===== src/rtl/wb_bridge_pkg.sv =====
// Shared types and widths for the core-to-Wishbone bridge.
package wb_bridge_pkg;

  localparam int unsigned MaxOutstLimit = 7;
  localparam int unsigned CntW = $clog2(MaxOutstLimit + 1);
  localparam int unsigned TmrW = 16;

  typedef enum logic [1:0] {
    StIdle,
    StActive,
    StDrain,
    StFlush
  } bridge_state_e;

endpackage


===== src/rtl/if_wb.sv =====
// Wishbone pipelined bus bundle with master and slave views.
interface if_wb;

  logic        cyc;
  logic        stb;
  logic        we;
  logic [3:0]  sel;
  logic [31:0] adr;
  logic [31:0] dat_o;
  logic [31:0] dat_i;
  logic        ack;
  logic        err;
  logic        stall;

  modport master (
    output cyc, stb, we, sel, adr, dat_o,
    input  dat_i, ack, err, stall
  );

  modport slave (
    input  cyc, stb, we, sel, adr, dat_o,
    output dat_i, ack, err, stall
  );

endinterface


===== src/rtl/core2wb_bridge.sv =====
// Core request/grant port to Wishbone pipelined master, with outstanding-request
// tracking, error drain and a response watchdog that aborts the bus cycle.
module core2wb_bridge
  import wb_bridge_pkg::*;
#(
  parameter int unsigned MAX_OUTST = 2,
  parameter int unsigned TIMEOUT   = 256
) (
  input  logic        clk,
  input  logic        rst,
  input  logic        req_i,
  output logic        gnt_o,
  input  logic        we_i,
  input  logic [3:0]  be_i,
  input  logic [31:0] addr_i,
  input  logic [31:0] wdata_i,
  output logic        rvalid_o,
  output logic [31:0] rdata_o,
  output logic        err_o,
  if_wb.master        wb
);

  localparam logic [CntW-1:0] MaxCnt  = CntW'(MAX_OUTST);
  localparam logic [TmrW-1:0] TmrLast = TmrW'(TIMEOUT - 1);

  bridge_state_e   state_q, state_d;
  logic [CntW-1:0] cnt_q, cnt_d;
  logic [TmrW-1:0] tmr_q, tmr_d;

  logic issue;
  logic flush;
  logic busy;
  logic resp;
  logic timeout;

  assign flush = (state_q == StFlush);
  assign busy  = (cnt_q != '0);
  assign issue = req_i & ((state_q == StIdle) | (state_q == StActive)) & (cnt_q < MaxCnt);
  assign resp  = (wb.ack | wb.err) & busy & ~flush;

  assign wb.stb   = issue;
  assign wb.cyc   = issue | (busy & ~flush);
  assign wb.we    = issue & we_i;
  assign wb.sel   = issue ? be_i : 4'h0;
  assign wb.adr   = issue ? addr_i : 32'h0;
  assign wb.dat_o = issue ? wdata_i : 32'h0;
  assign gnt_o    = issue & ~wb.stall;

  // While flushing, every cycle retires one aborted request as an error.
  assign rvalid_o = flush | resp;
  assign err_o    = flush | wb.err;
  assign rdata_o  = flush ? 32'h0 : wb.dat_i;

  assign timeout = (tmr_q == TmrLast) & ~resp & busy;

  always_comb begin
    cnt_d = cnt_q;
    if (flush) begin
      cnt_d = cnt_q - CntW'(1);
    end else if (gnt_o & ~resp) begin
      cnt_d = cnt_q + CntW'(1);
    end else if (~gnt_o & resp) begin
      cnt_d = cnt_q - CntW'(1);
    end
  end

  always_comb begin
    tmr_d = tmr_q + TmrW'(1);
    if (~busy | resp) begin
      tmr_d = '0;
    end
  end

  always_comb begin
    state_d = state_q;
    unique case (state_q)
      StIdle: begin
        if (gnt_o) state_d = StActive;
      end
      StActive: begin
        if (timeout) begin
          state_d = StFlush;
        end else if (cnt_d == '0) begin
          state_d = StIdle;
        end else if (resp & wb.err) begin
          state_d = StDrain;
        end
      end
      StDrain: begin
        if (timeout) begin
          state_d = StFlush;
        end else if (cnt_d == '0) begin
          state_d = StIdle;
        end
      end
      StFlush: begin
        if (cnt_d == '0) state_d = StIdle;
      end
      default: state_d = StIdle;
    endcase
  end

  always_ff @(posedge clk) begin
    if (rst) begin
      state_q <= StIdle;
      cnt_q   <= '0;
      tmr_q   <= '0;
    end else begin
      state_q <= state_d;
      cnt_q   <= cnt_d;
      tmr_q   <= tmr_d;
    end
  end

endmodule


===== src/flat_wrapper.sv =====
// flat-port wrapper written by rule: the top's interface ports become plain ports
module core2wb_bridge_flat import wb_bridge_pkg::*;
#(
  parameter int unsigned MAX_OUTST = 2,
  parameter int unsigned TIMEOUT   = 256
)
  (clk, rst, req_i, gnt_o, we_i, be_i, addr_i, wdata_i, rvalid_o, rdata_o, err_o, wb_cyc, wb_stb, wb_we, wb_sel, wb_adr, wb_dat_o, wb_dat_i, wb_ack, wb_err, wb_stall);
  if_wb wb_i ();
  input  logic clk;
  input  logic rst;
  input  logic req_i;
  output logic gnt_o;
  input  logic we_i;
  input  logic [3:0] be_i;
  input  logic [31:0] addr_i;
  input  logic [31:0] wdata_i;
  output logic rvalid_o;
  output logic [31:0] rdata_o;
  output logic err_o;
  output wire logic [$bits(wb_i.cyc)-1:0] wb_cyc;
  output wire logic [$bits(wb_i.stb)-1:0] wb_stb;
  output wire logic [$bits(wb_i.we)-1:0] wb_we;
  output wire logic [$bits(wb_i.sel)-1:0] wb_sel;
  output wire logic [$bits(wb_i.adr)-1:0] wb_adr;
  output wire logic [$bits(wb_i.dat_o)-1:0] wb_dat_o;
  input wire logic [$bits(wb_i.dat_i)-1:0] wb_dat_i;
  input wire logic [$bits(wb_i.ack)-1:0] wb_ack;
  input wire logic [$bits(wb_i.err)-1:0] wb_err;
  input wire logic [$bits(wb_i.stall)-1:0] wb_stall;
  assign wb_cyc = wb_i.cyc;
  assign wb_stb = wb_i.stb;
  assign wb_we = wb_i.we;
  assign wb_sel = wb_i.sel;
  assign wb_adr = wb_i.adr;
  assign wb_dat_o = wb_i.dat_o;
  assign wb_i.dat_i = wb_dat_i;
  assign wb_i.ack = wb_ack;
  assign wb_i.err = wb_err;
  assign wb_i.stall = wb_stall;
  core2wb_bridge #(.MAX_OUTST(MAX_OUTST), .TIMEOUT(TIMEOUT)) u_core (.clk(clk), .rst(rst), .req_i(req_i), .gnt_o(gnt_o), .we_i(we_i), .be_i(be_i), .addr_i(addr_i), .wdata_i(wdata_i), .rvalid_o(rvalid_o), .rdata_o(rdata_o), .err_o(err_o), .wb(wb_i));
endmodule

===== config.mk =====
export PLATFORM = sky130hd
export DESIGN_NAME = core2wb_bridge_flat
export DESIGN_NICKNAME = d
export VERILOG_FILES = /design/src/rtl/wb_bridge_pkg.sv /design/src/rtl/if_wb.sv /design/src/rtl/core2wb_bridge.sv /design/src/flat_wrapper.sv
export SDC_FILE = /design/constraint.sdc
export NUM_CORES = 1
export LEC_CHECK = 0
export CORE_MARGIN = 3
export CORE_UTILIZATION = 27
export CTS_BUF_LIST = sky130_fd_sc_hd__clkbuf_8
export CTS_CLUSTER_DIAMETER = 120
export DETAILED_ROUTE_END_ITERATION = 10
export PLACE_DENSITY_LB_ADDON = 0.15
export SKIP_LAST_GASP = 1
export SLEW_MARGIN = 20
export SYNTH_ARGS = -nofsm -noshare
export SYNTH_HDL_FRONTEND = slang
export SYNTH_SLANG_ARGS = --single-unit

===== constraint.sdc =====
create_clock -name clk -period 2.8 [get_ports clk]
set_input_delay 0.56 -clock clk [delete_from_list [all_inputs] [get_ports clk]]
set_output_delay 0.56 -clock clk [all_outputs]
set_load 0.01 [all_outputs]

==> results of run 1 <==
area by class of cell:
cell class                 count  area (um^2)  area share [%]
tap                           75         93.8            2.36
inverter                       8         32.5           0.817
multi-input combinational    191         1250            31.4
timing repair buffer         222         2140            53.7
clock inverter                 1         5.00           0.126
clock buffer                   3         41.3            1.04
sequential                    21          420            10.6
worst max path at each step:
stage | from | to | slack, ns | cells after the start
floorplan | req_i | u_core.state_q[0]$_SDFFE_PP0P_ | 0.60 | 7
global placement | req_i | wb_dat_o[28] | -0.29 | 6
CTS | req_i | wb_dat_o[28] | -0.09 | 6
global route | req_i | wb_adr[6] | -0.03 | 6
finish | req_i | wb_sel[3] | 0.05 | 6
detailed placement | req_i | wb_dat_o[28] | -0.29 | 6
timing repair:
item / CTS / global route
setup endpoints to repair: 71 / 56
setup buffers: 1 / 0
pin swaps: 0 / 1
gates resized for setup: 122 / 61
hold buffers: 0 / 0
gates cloned: 1 / 2
per-layer routing:
metal | up-vias | routed length, um
li1 | 1165 | -
met1 | 977 | 2560
met2 | 99 | 4220
met3 | 10 | 681
met4 | 0 | 129
met5 | - | 0
flip-flops by register name (all words and copies together) (netlist names):
signal          count
u_core.tmr_q       16
u_core.state_q      2
u_core.cnt_q        3
logic make-up after synthesis:
logic type	count (synthesis)	share of synthesized area, %
adders and majority gates	4	2.86
xor gates and xnor gates	15	8.29
DFF	21	24.0
buffers and inverters	20	4.71
AOI/OAI and AO/OA	13	6.64
and+or+nand+nor	159	53.5
cells in the mapped netlist (all sizes together), types with 4 or more instances:
| library cell | n | area share, % |
|---|---|---|
| nand2 | 9 | 2.4 |
| clkbuf | 11 | 2.4 |
| nor2 | 22 | 4.9 |
| dfxtp | 21 | 24 |
| nand3 | 7 | 2.0 |
| ha | 4 | 2.9 |
| inv | 8 | 1.7 |
| xor2 | 10 | 5.0 |
| xnor2 | 4 | 2.0 |
| and3 | 5 | 2.1 |
| and2 | 103 | 37 |
per-stage QoR:
step / setup WS (ns) / TNS [ns] / std cells / cell area, um^2
3_5_place_dp: -0.293 / -17.96 / 513 / 3970
6_report: 0.0452 / 0 / 521 / 3980
5_1_grt: -0.0303 / -0.175 / 521 / 3980
3_3_place_gp: -0.285 / -17.49 / 513 / 3970
2_1_floorplan: 0.600 / 0 / 232 / 1750
4_1_cts: -0.0924 / -1.68 / 519 / 4040
report_power, final:
part | switching, mW | total, mW | internal, mW
combinational | 0.621 | 1.47 | 0.847
clock | 0.0974 | 0.197 | 0.0992
sequential | 0.0210 | 0.346 | 0.325
==> impl_metrics.yaml, run 1 <==
run_status:
  status: "completed"
finish:
  drive_above_1_share_pct: 17.5
  antenna_cells: 0
  area_growth_pct: 127
  layout.nets: 558
  layout_common_cells: "140 x clkdlybuf4s50_1, 102 x and2_1, 29 x clkbuf_2"
  finalCoreUtilization_pct: 65.3
  layout_commonest_cell: "clkdlybuf4s50_1"
  nFillCells: 540
worst_setup_path:
  reg2reg_from: "u_core.cnt_q[1]$_SDFF_PP0_"
  worst_ep_arrival_time_ns: 2.19
  path_max_fanout: 17
  max_stage_delay_ns: 0.49
  path_cells: "clkdlybuf4s50_1 > or4b_4 > inv_4 > buf_6 > and2_1 > dlygate4sd2_1"
  rr_endpoint: "u_core.state_q[0]$_SDFFE_PP0P_"
  required_ns: 2.24
  path_buf_inv: 4
  cp_top_family: "buffers and inverters"
  critPathSlowestCell: "or4b_4"
  r2r_cells: 10
  critPathKind: "primary input to output pin"
  end_kind: "output pin"
  cp-start-kind: "primary input"
  reg2reg_slack_ns: 0.48
yosys:
  ys_warn_count: 0
  ys_seq_area_share_pct: 24.0
  syn_nets: 343
  avgSynthCellArea_um2: 7.55
  synth_cells: 232
  synth-seq-cells: 21
  synth_edf_count: 0
  synth_cell_types: 39
  netlist_area_mm2: 0.00175
  synth-main-ff-cell: "dfxtp_1"
  async_flop_share_pct: 0
global_route:
  grt_overflow: 0
  grt_use_total_pct: 19.1
  busiest_layer: "met2"
  antenna_found_initial: 0
  use_met2_pct: 37.6
  grt_max_degree: 38
  grt_first_pass_wirelength_um: 11400
  use_met1_pct: 18.6
  first_global_vias: 2277
  grt_use_met3_pct: 7.22
timing:
  max_freq_mhz: 363
  layout_min_cycle_time_ns: 2.75
  rsz0062_at_grt: "yes"
  slew_headroom_pct: 66.6
  fin_hold_ws_ns: 0.450
  finalHoldViolations: 0
  setup_viol: 0
  fin_worst_skew_ns: 0.00799
  finalMaxSlewViolations: 0
  fin_crit_sh_pct: 98.4
  tightest_slew_ns: 0.500
power:
  power_density_mw_per_mm2: 505
  leakage_nw: 1.71
  irDropWorstVdd_uv: 344
  fin_total_pwr_mw: 2.01
drt:
  route.detailed.drc: 0
  finalWirelength_um: 7590
  wl_per_cell_um: 14.6
  ant_nets: 0
  viasPerCell: 4.32
  first_pass_iters: 4
  num_vias: 2251
  drt_iter0_drc: 67
floorplan:
  coreArea_mm2: 0.00610
  dieArea_mm2: 0.00749
  num_rows: 28
  io_pins: 213
  start_util_pct: 28.7
  die_y_um: 86.5
  dieWidth_um: 86.5
placed_design:
  hpwlAfterDp_um: 6350
  io_buffer_count: 212
  place_congestion: 0.796
cts:
  clock_path_buffers: 2
  clk_pin_slew_ns: 0.07
  root_buffer: "clkbuf_8"
  clk_latency_ns: 0.26
  clkSinkCount: 21
  h-tree-depth: 1
  cts_inserted_buffers: 3
  tritoncts: "yes"
flow_run:
  max_cap_violations: 0
worst_hold_path:
  holdPathEnd: "u_core.tmr_q[0]$_SDFF_PP0_"
  holdPathStages: 1
  hp-class: "register to register"
  worstHoldStart: "u_core.tmr_q[0]$_SDFF_PP0_"
Note: power is estimated with default switching activity, not from simulation.
==> inputs of run 2 (changes only) <==
--- a/config.mk
+++ b/config.mk
@@ -10,6 +10,7 @@
 export CTS_BUF_LIST = sky130_fd_sc_hd__clkbuf_8
 export CTS_CLUSTER_DIAMETER = 120
 export DETAILED_ROUTE_END_ITERATION = 10
+export GPL_ROUTABILITY_DRIVEN = 0
 export PLACE_DENSITY_LB_ADDON = 0.15
 export SKIP_LAST_GASP = 1
 export SLEW_MARGIN = 20
==> constraint.sdc (replaced) <==
create_clock -name clk -period 2.9 [get_ports clk]
set_input_delay 0.58 -clock clk [delete_from_list [all_inputs] [get_ports clk]]
set_output_delay 0.58 -clock clk [all_outputs]
set_load 0.01 [all_outputs]
==> impl_metrics.yaml, run 2 (same netlist as run 1, synthesis figures left out) <==
placed_design:
  hpwlAfterDp_um: 6390
  dpl_cell_area_mm2: 0.00397
  io_buffer_count: 212
  dp_slack_ns: -0.238
finish:
  layout_commonest_cell: "clkdlybuf4s50_1"
  layout_common_cells: "141 x clkdlybuf4s50_1, 102 x and2_1, 44 x dlygate4sd2_1"
  regMostFlops: "u_core.tmr_q"
  area_growth_pct: 122
  layout.nets: 555
  drive_above_1_share_pct: 10.4
  largest_register_ffs: 16
  reg_top3: "u_core.tmr_q: 16 flops, u_core.cnt_q: 3 flops, u_core.state_q: 2 flops"
  antenna_cells: 0
  final_area_mm2: 0.00389
  nFillCells: 584
cts:
  root_buffer: "clkbuf_8"
  clk_pin_slew_ns: 0.07
  clk_latency_ns: 0.26
  cts_inserted_buffers: 3
  tritoncts: "yes"
  clock_path_buffers: 2
  clkSinkCount: 21
  h-tree-depth: 1
timing:
  finalHoldViolations: 0
  layout_min_cycle_time_ns: 2.88
  slew_headroom_pct: 66.6
  setup_slack_ns: 0.0168
  rsz0062_at_grt: "yes"
  fin_hold_ws_ns: 0.459
  finalMaxSlewViolations: 0
  max_freq_mhz: 347
  fin_crit_sh_pct: 99.4
  fin_worst_skew_ns: 0.00688
  setup_viol: 0
  tightest_slew_ns: 0.500
drt:
  drt_iter0_drc: 76
  ant_nets: 0
  num_vias: 2242
  viasPerCell: 4.33
  wl_per_cell_um: 14.6
  first_pass_iters: 3
  route.detailed.drc: 0
  finalWirelength_um: 7580
power:
  irDropWorstVdd_uv: 329
  leakage_nw: 1.78
  fin_total_pwr_mw: 1.85
  power_density_mw_per_mm2: 475
worst_setup_path:
  critPathKind: "primary input to output pin"
  path_buf_inv: 4
  crit_path_end: "wb_adr[31]"
  critPathSlowestCell: "or4b_4"
  r2r_cells: 9
  reg2reg_from: "u_core.cnt_q[1]$_SDFF_PP0_"
  path_max_fanout: 27
  end_kind: "output pin"
  required_ns: 2.32
  cp.depth: 6
  path_cells: "clkdlybuf4s50_1 > or4b_4 > inv_6 > bufbuf_16 > and2_1 > clkdlybuf4s15_1"
  rr_endpoint: "u_core.state_q[0]$_SDFFE_PP0P_"
  max_stage_delay_ns: 0.50
  reg2reg_slack_ns: 0.50
  worst_ep_arrival_time_ns: 2.30
  cp_top_family: "buffers and inverters"
  cp-start-kind: "primary input"
  crit_start: "req_i"
worst_hold_path:
  hp-class: "register to register"
floorplan:
  io_pins: 213
  die_y_um: 86.5
  num_rows: 28
  start_util_pct: 28.7
  coreArea_mm2: 0.00610
  dieWidth_um: 86.5
  dieArea_mm2: 0.00749
global_route:
  grt_overflow: 0
  grt_first_pass_wirelength_um: 11500
  grt_use_total_pct: 19.3
  first_global_vias: 2274
  antenna_found_initial: 0
  grt_max_degree: 38
run_status:
  status: "completed"
flow_run:
  max_cap_violations: 0
## run 2: cell count changes in the layout (fill, tap and decap cells not counted), sizes merged
cell           before  now
buf                 8    6
clkdlybuf4s15      25    3
dlygate4sd2        17   44
bufbuf              0    1
clkdlybuf4s50     140  141
clkbuf             34   26
## run 2: layout make-up
| type | count | area [um^2] | share of cell area [%] |
|---|---|---|---|
| Timing Repair Buffer | 219 | 2050 | 52.6 |
| Tap cell | 75 | 93.8 | 2.41 |
| Inverter | 8 | 35.0 | 0.900 |
| Clock inverter | 1 | 5.00 | 0.129 |
| Clock buffer | 3 | 41.3 | 1.06 |
| Sequential cell | 21 | 420 | 10.8 |
| Multi-Input combinational cell | 191 | 1250 | 32.1 |
## run 2: per-layer routing
layer | part of all wire [%] | vias to the layer above | global-route usage (%)
met5 | 0 | - | 0
met4 | 0.32 | 0 | 1.27
met3 | 9.3 | 2 | 7.89
met2 | 57 | 92 | 39.3
met1 | 34 | 985 | 18.5
li1 | - | 1163 | -
## run 2: power by group
group	switching [mW]	leakage, nW	total (mW)	internal, mW
Clock	0.0908	0.0255	0.186	0.0955
Sequential	0.0222	0.170	0.336	0.314
Combinational	0.577	1.58	1.33	0.750
## run 2: per-stage QoR
step                cells  utilization [%]  TNS (ns)
global route          518             63.9   -0.0370
finish                518             63.9         0
detailed placement    513             65.2    -14.56
floorplan             232                -         0
global placement      513             65.2    -12.95
CTS                   518             65.7    -0.200
## run 2: worst min path at each step
stage | start | to | slack, ns | depth (start not counted)
finish | u_core.tmr_q[0]$_SDFF_PP0_ | u_core.tmr_q[0]$_SDFF_PP0_ | 0.46 | 1
global route | u_core.tmr_q[0]$_SDFF_PP0_ | u_core.tmr_q[0]$_SDFF_PP0_ | 0.49 | 1
CTS | u_core.tmr_q[0]$_SDFF_PP0_ | u_core.tmr_q[0]$_SDFF_PP0_ | 0.46 | 1
detailed placement | u_core.tmr_q[0]$_SDFF_PP0_ | u_core.tmr_q[0]$_SDFF_PP0_ | 0.45 | 1
global placement | u_core.tmr_q[0]$_SDFF_PP0_ | u_core.tmr_q[0]$_SDFF_PP0_ | 0.43 | 1
floorplan | u_core.tmr_q[0]$_SDFF_PP0_ | u_core.tmr_q[0]$_SDFF_PP0_ | 0.42 | 1
## run 2: what timing repair did
| item | in CTS | in global routing |
|---|---|---|
| setup buffers | 0 | 0 |
| hold buffers | 0 | 0 |
| gates cloned | 1 | 0 |
| resized for setup | 99 | 25 |
| endpoints found under the setup margin | 71 | 27 |
